$ cat config.mk
export PLATFORM = sky130hd
export DESIGN_NAME = conv3x3_stream_engine_flat
export DESIGN_NICKNAME = d
export VERILOG_FILES = /design/src/rtl/conv3x3_stream_engine_if.sv /design/src/rtl/conv3x3_stream_engine.sv /design/src/flat_wrapper.sv
export SDC_FILE = /design/constraint.sdc
export NUM_CORES = 2
export LEC_CHECK = 0
export ABC_AREA = 1
export ABC_CLOCK_PERIOD_IN_PS = 11500
export BUFFER_PORTS_ARGS = -buffer_cell sky130_fd_sc_hd__buf_2
export CAP_MARGIN = 20
export CORE_UTILIZATION = 40
export DETAILED_ROUTE_END_ITERATION = 12
export MAX_ROUTING_LAYER = met4
export SLEW_MARGIN = 25
export SYNTH_ARGS = -nofsm -noshare
export SYNTH_HDL_FRONTEND = slang
export SYNTH_SLANG_ARGS = --single-unit
$ cat constraint.sdc
create_clock -name clk_i -period 11.5 [get_ports clk_i]
set_clock_uncertainty 0.1 [all_clocks]
set_input_delay 1.15 -clock clk_i [delete_from_list [all_inputs] [get_ports clk_i]]
set_output_delay 1.15 -clock clk_i [all_outputs]
set_load 0.01 [all_outputs]
$ cat src/rtl/conv3x3_stream_engine_if.sv
// Pixel-in / result-out stream bundle for the 3x3 convolution engine.
// The slave modport is the engine's view; the master modport is the
// upstream source / downstream sink view.
interface conv3x3_stream_engine_if #(
  parameter int PX_W  = 8,
  parameter int OUT_W = 16
);
  logic              in_valid_i;
  logic              in_ready_o;
  logic [PX_W-1:0]   in_px_i;
  logic              out_valid_o;
  logic              out_ready_i;
  logic [OUT_W-1:0]  out_data_o;
  logic              out_last_o;

  modport slave (
    input  in_valid_i, in_px_i, out_ready_i,
    output in_ready_o, out_valid_o, out_data_o, out_last_o
  );

  modport master (
    output in_valid_i, in_px_i, out_ready_i,
    input  in_ready_o, out_valid_o, out_data_o, out_last_o
  );
endinterface

$ cat src/rtl/conv3x3_stream_engine.sv
// Streaming 3x3 "valid"-mode convolution over an IMG_W x IMG_H raster frame.
// Each pixel arrives once; two line buffers supply the two rows above it and
// a 3x3 register window slides left on every accepted pixel. Results are
// scaled by an arithmetic right shift, saturated and registered (latency 1).
module conv3x3_stream_engine #(
  parameter int IMG_W      = 32,
  parameter int IMG_H      = 32,
  parameter int PX_W       = 8,
  parameter int COEF_W     = 8,
  parameter int OUT_W      = 16,
  parameter int FRAC_SHIFT = 6
) (
  input  logic                  clk_i,
  input  logic                  nreset_i,
  input  logic [9*COEF_W-1:0]   kernel_i,
  input  logic                  start_i,
  input  logic                  clear_i,
  output logic                  busy_o,
  output logic                  frame_done_o,
  conv3x3_stream_engine_if.slave s_if
);

  localparam int CW = $clog2(IMG_W);
  localparam int RW = $clog2(IMG_H);
  localparam int AW = PX_W + COEF_W + 5;
  localparam logic [CW-1:0] LAST_COL = CW'(IMG_W - 1);
  localparam logic [RW-1:0] LAST_ROW = RW'(IMG_H - 1);
  localparam logic signed [AW-1:0] SAT_MAX = AW'((64'sd1 <<< (OUT_W - 1)) - 64'sd1);
  localparam logic signed [AW-1:0] SAT_MIN = AW'(-(64'sd1 <<< (OUT_W - 1)));

  typedef enum logic [1:0] {S_IDLE, S_STREAM, S_DRAIN} state_t;

  state_t              r_state;
  state_t              w_next;
  logic [CW-1:0]       r_col;
  logic [RW-1:0]       r_row;
  logic [PX_W-1:0]     r_lb0 [IMG_W];
  logic [PX_W-1:0]     r_lb1 [IMG_W];
  logic [PX_W-1:0]     r_win [3][3];
  logic [PX_W-1:0]     w_win [3][3];
  logic                r_out_valid;
  logic                r_out_last;
  logic [OUT_W-1:0]    r_out_data;
  logic                w_in_ready;
  logic                w_accept;
  logic                w_win_valid;
  logic                w_last_px;
  logic signed [AW-1:0] w_acc;
  logic signed [AW-1:0] w_shift;
  logic [OUT_W-1:0]    w_sat;

  assign w_in_ready  = (r_state == S_STREAM) && (!r_out_valid || s_if.out_ready_i);
  assign w_accept    = s_if.in_valid_i && w_in_ready;
  assign w_win_valid = (r_row >= RW'(2)) && (r_col >= CW'(2));
  assign w_last_px   = (r_row == LAST_ROW) && (r_col == LAST_COL);

  assign s_if.in_ready_o  = w_in_ready;
  assign s_if.out_valid_o = r_out_valid;
  assign s_if.out_data_o  = r_out_data;
  assign s_if.out_last_o  = r_out_last;
  assign busy_o           = (r_state != S_IDLE);

  // State register.
  always_ff @(posedge clk_i or negedge nreset_i) begin
    if (!nreset_i) r_state <= S_IDLE;
    else           r_state <= w_next;
  end

  // Next-state logic; abort wins over everything and suppresses frame_done.
  always_comb begin
    w_next       = r_state;
    frame_done_o = 1'b0;
    if (clear_i) begin
      w_next = S_IDLE;
    end else begin
      case (r_state)
        S_IDLE:   if (start_i) w_next = S_STREAM;
        S_STREAM: if (w_accept && w_last_px) w_next = S_DRAIN;
        S_DRAIN: begin
          if (!r_out_valid || s_if.out_ready_i) begin
            w_next       = S_IDLE;
            frame_done_o = 1'b1;
          end
        end
        default:  w_next = S_IDLE;
      endcase
    end
  end

  // Raster position of the next pixel to be accepted.
  always_ff @(posedge clk_i or negedge nreset_i) begin
    if (!nreset_i) begin
      r_col <= '0;
      r_row <= '0;
    end else if (clear_i || (r_state == S_IDLE && start_i)) begin
      r_col <= '0;
      r_row <= '0;
    end else if (w_accept) begin
      if (r_col == LAST_COL) begin
        r_col <= '0;
        r_row <= r_row + RW'(1);
      end else begin
        r_col <= r_col + CW'(1);
      end
    end
  end

  // Line buffers age one row per visit to a column; no reset needed since
  // windows only use entries written earlier in the same frame.
  always_ff @(posedge clk_i) begin
    if (w_accept && !clear_i) begin
      r_lb0[r_col] <= r_lb1[r_col];
      r_lb1[r_col] <= s_if.in_px_i;
    end
  end

  // Shifted window: rows move left, new right column is {row r-2, r-1, r}.
  always_comb begin
    for (int r = 0; r < 3; r++) begin
      w_win[r][0] = r_win[r][1];
      w_win[r][1] = r_win[r][2];
    end
    w_win[0][2] = r_lb0[r_col];
    w_win[1][2] = r_lb1[r_col];
    w_win[2][2] = s_if.in_px_i;
  end

  // Window register updates on every accepted pixel.
  always_ff @(posedge clk_i or negedge nreset_i) begin
    if (!nreset_i)     r_win <= '{default: '0};
    else if (w_accept) r_win <= w_win;
  end

  // Multiply-accumulate over the shifted window, floor-shift, then saturate.
  always_comb begin
    w_acc = '0;
    for (int r = 0; r < 3; r++) begin
      for (int c = 0; c < 3; c++) begin
        w_acc = w_acc
              + ($signed({{(AW-PX_W){1'b0}}, w_win[r][c]})
              *  $signed({{(AW-COEF_W){kernel_i[(3*r+c)*COEF_W + COEF_W-1]}},
                          kernel_i[(3*r+c)*COEF_W +: COEF_W]}));
      end
    end
    w_shift = w_acc >>> FRAC_SHIFT;
    if (w_shift > SAT_MAX)      w_sat = SAT_MAX[OUT_W-1:0];
    else if (w_shift < SAT_MIN) w_sat = SAT_MIN[OUT_W-1:0];
    else                        w_sat = w_shift[OUT_W-1:0];
  end

  // Output register with AXI-stream hold semantics; abort discards any result.
  always_ff @(posedge clk_i or negedge nreset_i) begin
    if (!nreset_i) begin
      r_out_valid <= 1'b0;
      r_out_last  <= 1'b0;
      r_out_data  <= '0;
    end else if (clear_i) begin
      r_out_valid <= 1'b0;
      r_out_last  <= 1'b0;
      r_out_data  <= '0;
    end else if (w_accept && w_win_valid) begin
      r_out_valid <= 1'b1;
      r_out_last  <= w_last_px;
      r_out_data  <= w_sat;
    end else if (s_if.out_ready_i) begin
      r_out_valid <= 1'b0;
      r_out_last  <= 1'b0;
    end
  end

endmodule
$ cat src/flat_wrapper.sv
// flat-port wrapper written by rule: the top's interface ports become plain ports
module conv3x3_stream_engine_flat 
#(
  parameter int IMG_W      = 32,
  parameter int IMG_H      = 32,
  parameter int PX_W       = 8,
  parameter int COEF_W     = 8,
  parameter int OUT_W      = 16,
  parameter int FRAC_SHIFT = 6
)
  (clk_i, nreset_i, kernel_i, start_i, clear_i, busy_o, frame_done_o, s_if_in_valid_i, s_if_in_px_i, s_if_out_ready_i, s_if_in_ready_o, s_if_out_valid_o, s_if_out_data_o, s_if_out_last_o);
  conv3x3_stream_engine_if #(.PX_W(PX_W), .OUT_W(OUT_W)) s_if_i ();
  input  logic clk_i;
  input  logic nreset_i;
  input  logic [9*COEF_W-1:0] kernel_i;
  input  logic start_i;
  input  logic clear_i;
  output logic busy_o;
  output logic frame_done_o;
  input wire logic [$bits(s_if_i.in_valid_i)-1:0] s_if_in_valid_i;
  input wire logic [$bits(s_if_i.in_px_i)-1:0] s_if_in_px_i;
  input wire logic [$bits(s_if_i.out_ready_i)-1:0] s_if_out_ready_i;
  output wire logic [$bits(s_if_i.in_ready_o)-1:0] s_if_in_ready_o;
  output wire logic [$bits(s_if_i.out_valid_o)-1:0] s_if_out_valid_o;
  output wire logic [$bits(s_if_i.out_data_o)-1:0] s_if_out_data_o;
  output wire logic [$bits(s_if_i.out_last_o)-1:0] s_if_out_last_o;
  assign s_if_i.in_valid_i = s_if_in_valid_i;
  assign s_if_i.in_px_i = s_if_in_px_i;
  assign s_if_i.out_ready_i = s_if_out_ready_i;
  assign s_if_in_ready_o = s_if_i.in_ready_o;
  assign s_if_out_valid_o = s_if_i.out_valid_o;
  assign s_if_out_data_o = s_if_i.out_data_o;
  assign s_if_out_last_o = s_if_i.out_last_o;
  conv3x3_stream_engine #(.IMG_W(IMG_W), .IMG_H(IMG_H), .PX_W(PX_W), .COEF_W(COEF_W), .OUT_W(OUT_W), .FRAC_SHIFT(FRAC_SHIFT)) u_core (.clk_i(clk_i), .nreset_i(nreset_i), .kernel_i(kernel_i), .start_i(start_i), .clear_i(clear_i), .busy_o(busy_o), .frame_done_o(frame_done_o), .s_if(s_if_i));
endmodule
## Yosys cells after proc, flatten, opt, wreduce, memory -nomap -nowiden

Memories as Yosys holds them, arrays and structs flattened.
Cells that the tools add are included.

| operators by class | value |
|---|---|
| add/subtract/negate cells | 10 |
| multiply operators | 9 |
| order comparisons | 4 |
| eq/ne operators | 7 |
| mux-type cells | 25 |
| reductions and logical operators | 20 |

Operators with widths:

| cell | count |
|---|---|
| 9-bit by 8-bit multiplier with 17-bit output | 9 |
| 21-bit adder | 7 |
| 16-bit two-way mux | 4 |
| 5-bit two-way mux | 6 |
| 21-bit by 17-bit adder with 21-bit output | 1 |
| 15-bit by 16-bit greater-than comparator with 1-bit output, second input constant | 1 |
| 15-bit by 16-bit < comparator with 1-bit output, second input constant | 1 |
| 5-bit by 1-bit adder with 5-bit output, second input constant | 2 |
| 5-bit equality test, second input constant | 2 |
| 5-bit by 2-bit >= comparator with 1-bit output, second input constant | 2 |
| 1-bit two-way mux | 10 |
| 1-bit logical AND | 8 |
| 2-bit two-way mux | 4 |
| 2-bit nonzero test | 4 |
| 3-bit != test, second input constant | 2 |
| 2-bit one-hot mux with 3 select lines | 1 |
| 3-bit by 2-bit != test with 1-bit output, second input constant | 1 |
| 3-bit AND reduction | 1 |
| 3-bit nonzero test | 1 |
| 2-bit by 1-bit equality test with 1-bit output, second input constant | 1 |
| 2-bit equality test, second input constant | 1 |
| 1-bit logical NOT | 2 |
| 2-bit logical NOT | 1 |
| 1-bit logical OR | 2 |
| 2-bit AND reduction | 1 |

| word-level totals | value |
|---|---|
| flip-flop bits (word level) | 78 |
| RAM bits | 512 |
| bits of input ports | 86 |
| output and inout port bits | 21 |
| word-level logic and storage cells | 89 |
| memories kept | 2 |

Memory list:

| memory | words | bits a word | rd ports | clocked after memory_dff | write ports | RTL line | RTL |
|---|---|---|---|---|---|---|---|
| u_core.r_lb0 | 32 | 8 | 1 | 0 | 1 | conv3x3_stream_engine.sv:37 | `logic [PX_W-1:0] r_lb0 [IMG_W];` |
| u_core.r_lb1 | 32 | 8 | 1 | 0 | 1 | conv3x3_stream_engine.sv:38 | `logic [PX_W-1:0] r_lb1 [IMG_W];` |

## Depth between registers and ports, before layout

| logic depth | value |
|---|---|
| depth after elaboration | 14 |
| gate-level depth with buffers | 55 |
| gate-level depth less buffers | 52 |

## Least setup slack after synthesis

No wires, ideal clock.

| timing path | value |
|---|---|
| path type | register to register |
| start | reg u_core.r_col[0] |
| end | reg u_core.r_out_data[13] (netlist: u_core.s_if.out_data_o[13]) |
| setup time | 117 ps |
| arrival time | 9205 ps |
| data required time | 11283 ps |
| slack | 2078 ps |
| cell stages (with the launch flop) | 48 |
| buffers on the path | 3 |
| clock period less this slack | 9422 ps |
| cells stage by stage | dfrtp_1 buf_6 inv_4 buf_6 buf_6 o21ai_1 o22ai_1 nand2_1 nand2_1 nor2_1 nand2_2 inv_2 nor2_1 fa_1 inv_1 fa_1 inv_1 fa_1 (+12 left out) inv_1 fa_1 inv_1 fa_1 inv_1 fa_1 inv_1 fa_1 inv_1 ha_1 a21oi_1 nor2_1 nor2_1 nor2_1 nor3_1 nand3_1 nand3_1 nand2_1 |

RTL lines:

| item | RTL line | RTL |
|---|---|---|
| start, declared | conv3x3_stream_engine.sv:35 | `logic [CW-1:0] r_col;` |
| start signal, assigned | conv3x3_stream_engine.sv:103 | `r_col <= r_col + CW'(1);` |
| end signal, assigned | conv3x3_stream_engine.sv:164 | `r_out_data <= w_sat;` |
| end, declared | conv3x3_stream_engine.sv:43 | `logic [OUT_W-1:0] r_out_data;` |

## Worst setup path after layout

| timing path | value |
|---|---|
| start | reg u_core.r_col[0] |
| end | reg u_core.r_out_data[13] (netlist: u_core.s_if.out_data_o[13]) |

| on the way | value |
|---|---|
| longest elaborated chain between the ends | 14 |

Ends and longest elaborated chain:

| item | RTL line | RTL |
|---|---|---|
| memory read 32 x 8 bit | n/a |  |
| 9-bit by 8-bit multiplier with 17-bit output | conv3x3_stream_engine.sv:141 | `* $signed({{(AW-COEF_W){kernel_i[(3*r+c)*COEF_W + COEF_W-1]}},` |
| 21-bit adder (6 in a row) | conv3x3_stream_engine.sv:140 | `+ ($signed({{(AW-PX_W){1'b0}}, w_win[r][c]})` |
| 21-bit by 17-bit adder with 21-bit output | conv3x3_stream_engine.sv:140 |  |
| 15-bit by 16-bit < comparator with 1-bit output | conv3x3_stream_engine.sv:147 | `else if (w_shift < SAT_MIN) w_sat = SAT_MIN[OUT_W-1:0];` |
| 16-bit two-way mux | conv3x3_stream_engine.sv:147 |  |
| 16-bit two-way mux | conv3x3_stream_engine.sv:146 | `if (w_shift > SAT_MAX) w_sat = SAT_MAX[OUT_W-1:0];` |
| 16-bit two-way mux | conv3x3_stream_engine.sv:161 | `end else if (w_accept && w_win_valid) begin` |
| 16-bit two-way mux | conv3x3_stream_engine.sv:157 | `end else if (clear_i) begin` |

Several ways; a longest one is shown, not always the timed one. The select of a mux whose other input is x is not followed.
A chain may end at the register's enable or synchronous reset.

==> out/results.txt <==
setup slack at placement -> 0.739 ns
antenna violations before repair -> 17
final worst-path cycle share -> 94.8%
clock buffer count from CTS -> 69
core box area -> 118000 µm²
Yosys reg bits -> 589
die width -> 347 µm
RSZ-0062 raised after global routing -> no
met3 usage -> 2.45%
Clock Latency Late Sink -> 0.66 ns
sequential fraction of the synthesis area -> 36.3%
vias in the first global route -> 35255
# nets final -> 6152
post-route ant nets -> 0
top_reg_cell synth -> edfxtp_1
Mean Syn Cell Area -> 9.29 µm²
CTS Root Cell -> clkbuf_16
GR Overflow Total -> 0
Cells after Synth -> 5138
layout cells sized above 1 -> 6.72%
# DRC -> 0
Final setup viols -> 0
outcome -> completed
grt peak-use layer -> met2
fin area -> 52000 µm²
Max-Cap Viols -> 0
DIE AREA -> 121000 µm²
Via density -> 5.07
routability congestion estimate -> 0.938
Hold Vio Cnt, Final -> 0
CP Capture Type -> flip-flop
deepest clock path buffer count -> 3
CTS tree -> built
FP Rows -> 126
DRT Pass-1 Iters -> 7
Die H -> 347 µm
Crit Path Max Fanout -> 128
WS Path Type -> flip-flop to flip-flop
via count -> 34380
number of enable flip-flop cells after synthesis -> 512
Data arrival, critical path -> 11.33 ns
setup_tns -> 0 ns
slowest CP cell -> fa_1
final setup margin -> 0.596 ns
crit start category -> flip-flop
Mapped Nets -> 6112
count of pins over their slew limit -> 0
area delta synth->final -> 8.90%
GRT Util Overall -> 22.5%
Worst-Margin Slew -> 0.974 ns
Min-Delay Path Class -> primary input to asynchronous set/reset pin
synthesized area -> 47700 µm²
Critical Path RT -> 11.93 ns
met2 Use GR -> 37.5%
initial core utilization -> 40.4%
Buf/Inv on CP -> 11
Resize count post-CTS -> 0
Max-slew headroom -> 35.0%
CP most frequent cell -> fa_1
pin count of the biggest net entering global routing -> 133
critical path's top delay family -> adder cells
Largest stage delay, worst path -> 0.64 ns
post-synthesis cell type count -> 42
Ports -> 107
synth warn -> 0
clk sinks -> 589
# port buffers -> 106
Clock transition at path regs -> 0.06 ns
dpl cell area -> 49800 µm²
clock period minus worst slack -> 10.90 ns
Async S/R FF share, synth -> 13.1%
first-pass GRT wire length -> 203 mm
# H-tree levels -> 3
wire length per cell -> 19.0 µm
cts hold-fix bufs -> 0
post-layout util -> 44.0%
FMAX -> 91.7 MHz
Post-CTS Setup Bufs -> 0
initial DRC count -> 2629
met1 GRT Util -> 28.7%
total wire length -> 129 mm
DP Wirelength -> 96.7 mm
[routing by layer]
metal	vias up	wire length [µm]
li1	16127	-
met4	0	3990
met3	190	7180
met2	967	63100
met5	-	0
met1	17096	54700
[cell usage in the layout, fill, tap and decap left out, drive strengths merged, types with 12 or more instances in the layout]
master and instances:
nor3 20, nand4 20, clkbuf 83, or2 18
clkinv 24, buf 181, nand2 949, ha 421
o22ai 129, edfxtp 512, inv 1148, xnor2 40
o21bai 12, xor2 55, nand3 86, fa 467
dfrtp 77, a21oi 103, o21ai 345, nor2 506
diode 12
[kinds of logic after synthesis]
kind of cell | count (synthesis) | share of synthesized area, %
and+or+nand+nor | 1603 | 13.3
buffers and inverters | 1353 | 11.1
adders and majority gates | 888 | 30.6
AOI/OAI and AO/OA | 610 | 6.92
DFF | 589 | 36.3
xor gates and xnor gates | 95 | 1.74
[worst register-to-register path, delay by kind of cell (launching register included)]
family          cells  cell delay, ns
fa+ha+maj          12            5.68
buf+inv            11            1.62
simple gates       14            1.58
compound gates      5            0.94
flops               1            0.59
xor+xnor            1            0.28
[layout make-up]
class / count / area [µm²]
multi-input cells: 3196 / 25100
inverters: 1141 / 4290
repair buffers: 181 / 1150
flip-flops and latches: 589 / 17300
diodes: 12 / 30.0
well taps: 1536 / 1920
fillers: 11493 / 66300
clock inverters: 37 / 358
clock buffers: 83 / 1810
[registers in the layout, summed over array words and instances (netlist names)]
signal and flops:
u_core.r_lb0 256, u_core.s_if.out_last_o 1, u_core.r_col 5, u_core.r_win 48, u_core.r_lb1 256, u_core.r_state 2, u_core.s_if.out_data_o 15, u_core.s_if.out_valid_o 1
u_core.r_row 5
[cells in the mapped netlist (24+ instances only)]
library cell | n | area [µm²]
inv_1 | 1119 | 4200
nor2_1 | 495 | 1860
xor2_1 | 55 | 482
nand3_1 | 86 | 430
edfxtp_1 | 512 | 15400
ha_1 | 421 | 5270
o21ai_0 | 248 | 1240
a21oi_1 | 102 | 510
fa_1 | 467 | 9350
nand2_1 | 935 | 3510
xnor2_1 | 40 | 350
dfrtp_1 | 77 | 1930
clkbuf_1 | 150 | 563
o21ai_1 | 96 | 480
o22ai_1 | 129 | 807
buf_2 | 27 | 135
buf_6 | 24 | 270
[path summary, 6_finish.rpt]
check	startpoint	to	slack [ns]	cells after the start
worst min register to register	u_core.s_if.out_data_o[2]	u_core.s_if.out_data_o[2]	0.38	2
worst max register to register	u_core.r_col[0]	u_core.s_if.out_data_o[13]	0.60	43
worst max-delay path	u_core.r_col[0]	u_core.s_if.out_data_o[13]	0.60	43
min in group clk_i	u_core.s_if.out_data_o[2]	u_core.s_if.out_data_o[2]	0.38	2
max in group asynchronous	nreset_i	u_core.r_col[1]	9.64	2
worst min-delay path	nreset_i	u_core.r_win[13]	0.34	1
[metrics by stage]
| stage | hold slack (ns) | instances |
|---|---|---|
| after CTS | 0.327 | 6763 |
| after global placement | 0.363 | 6643 |
| after detailed placement | 0.361 | 6643 |
| final | 0.338 | 6775 |
| after floorplan | 0.402 | 5138 |
| after global routing | 0.359 | 6769 |
Power is not shown: default switching activity piles up to over one toggle a cycle in this logic, so the estimate is an artifact.
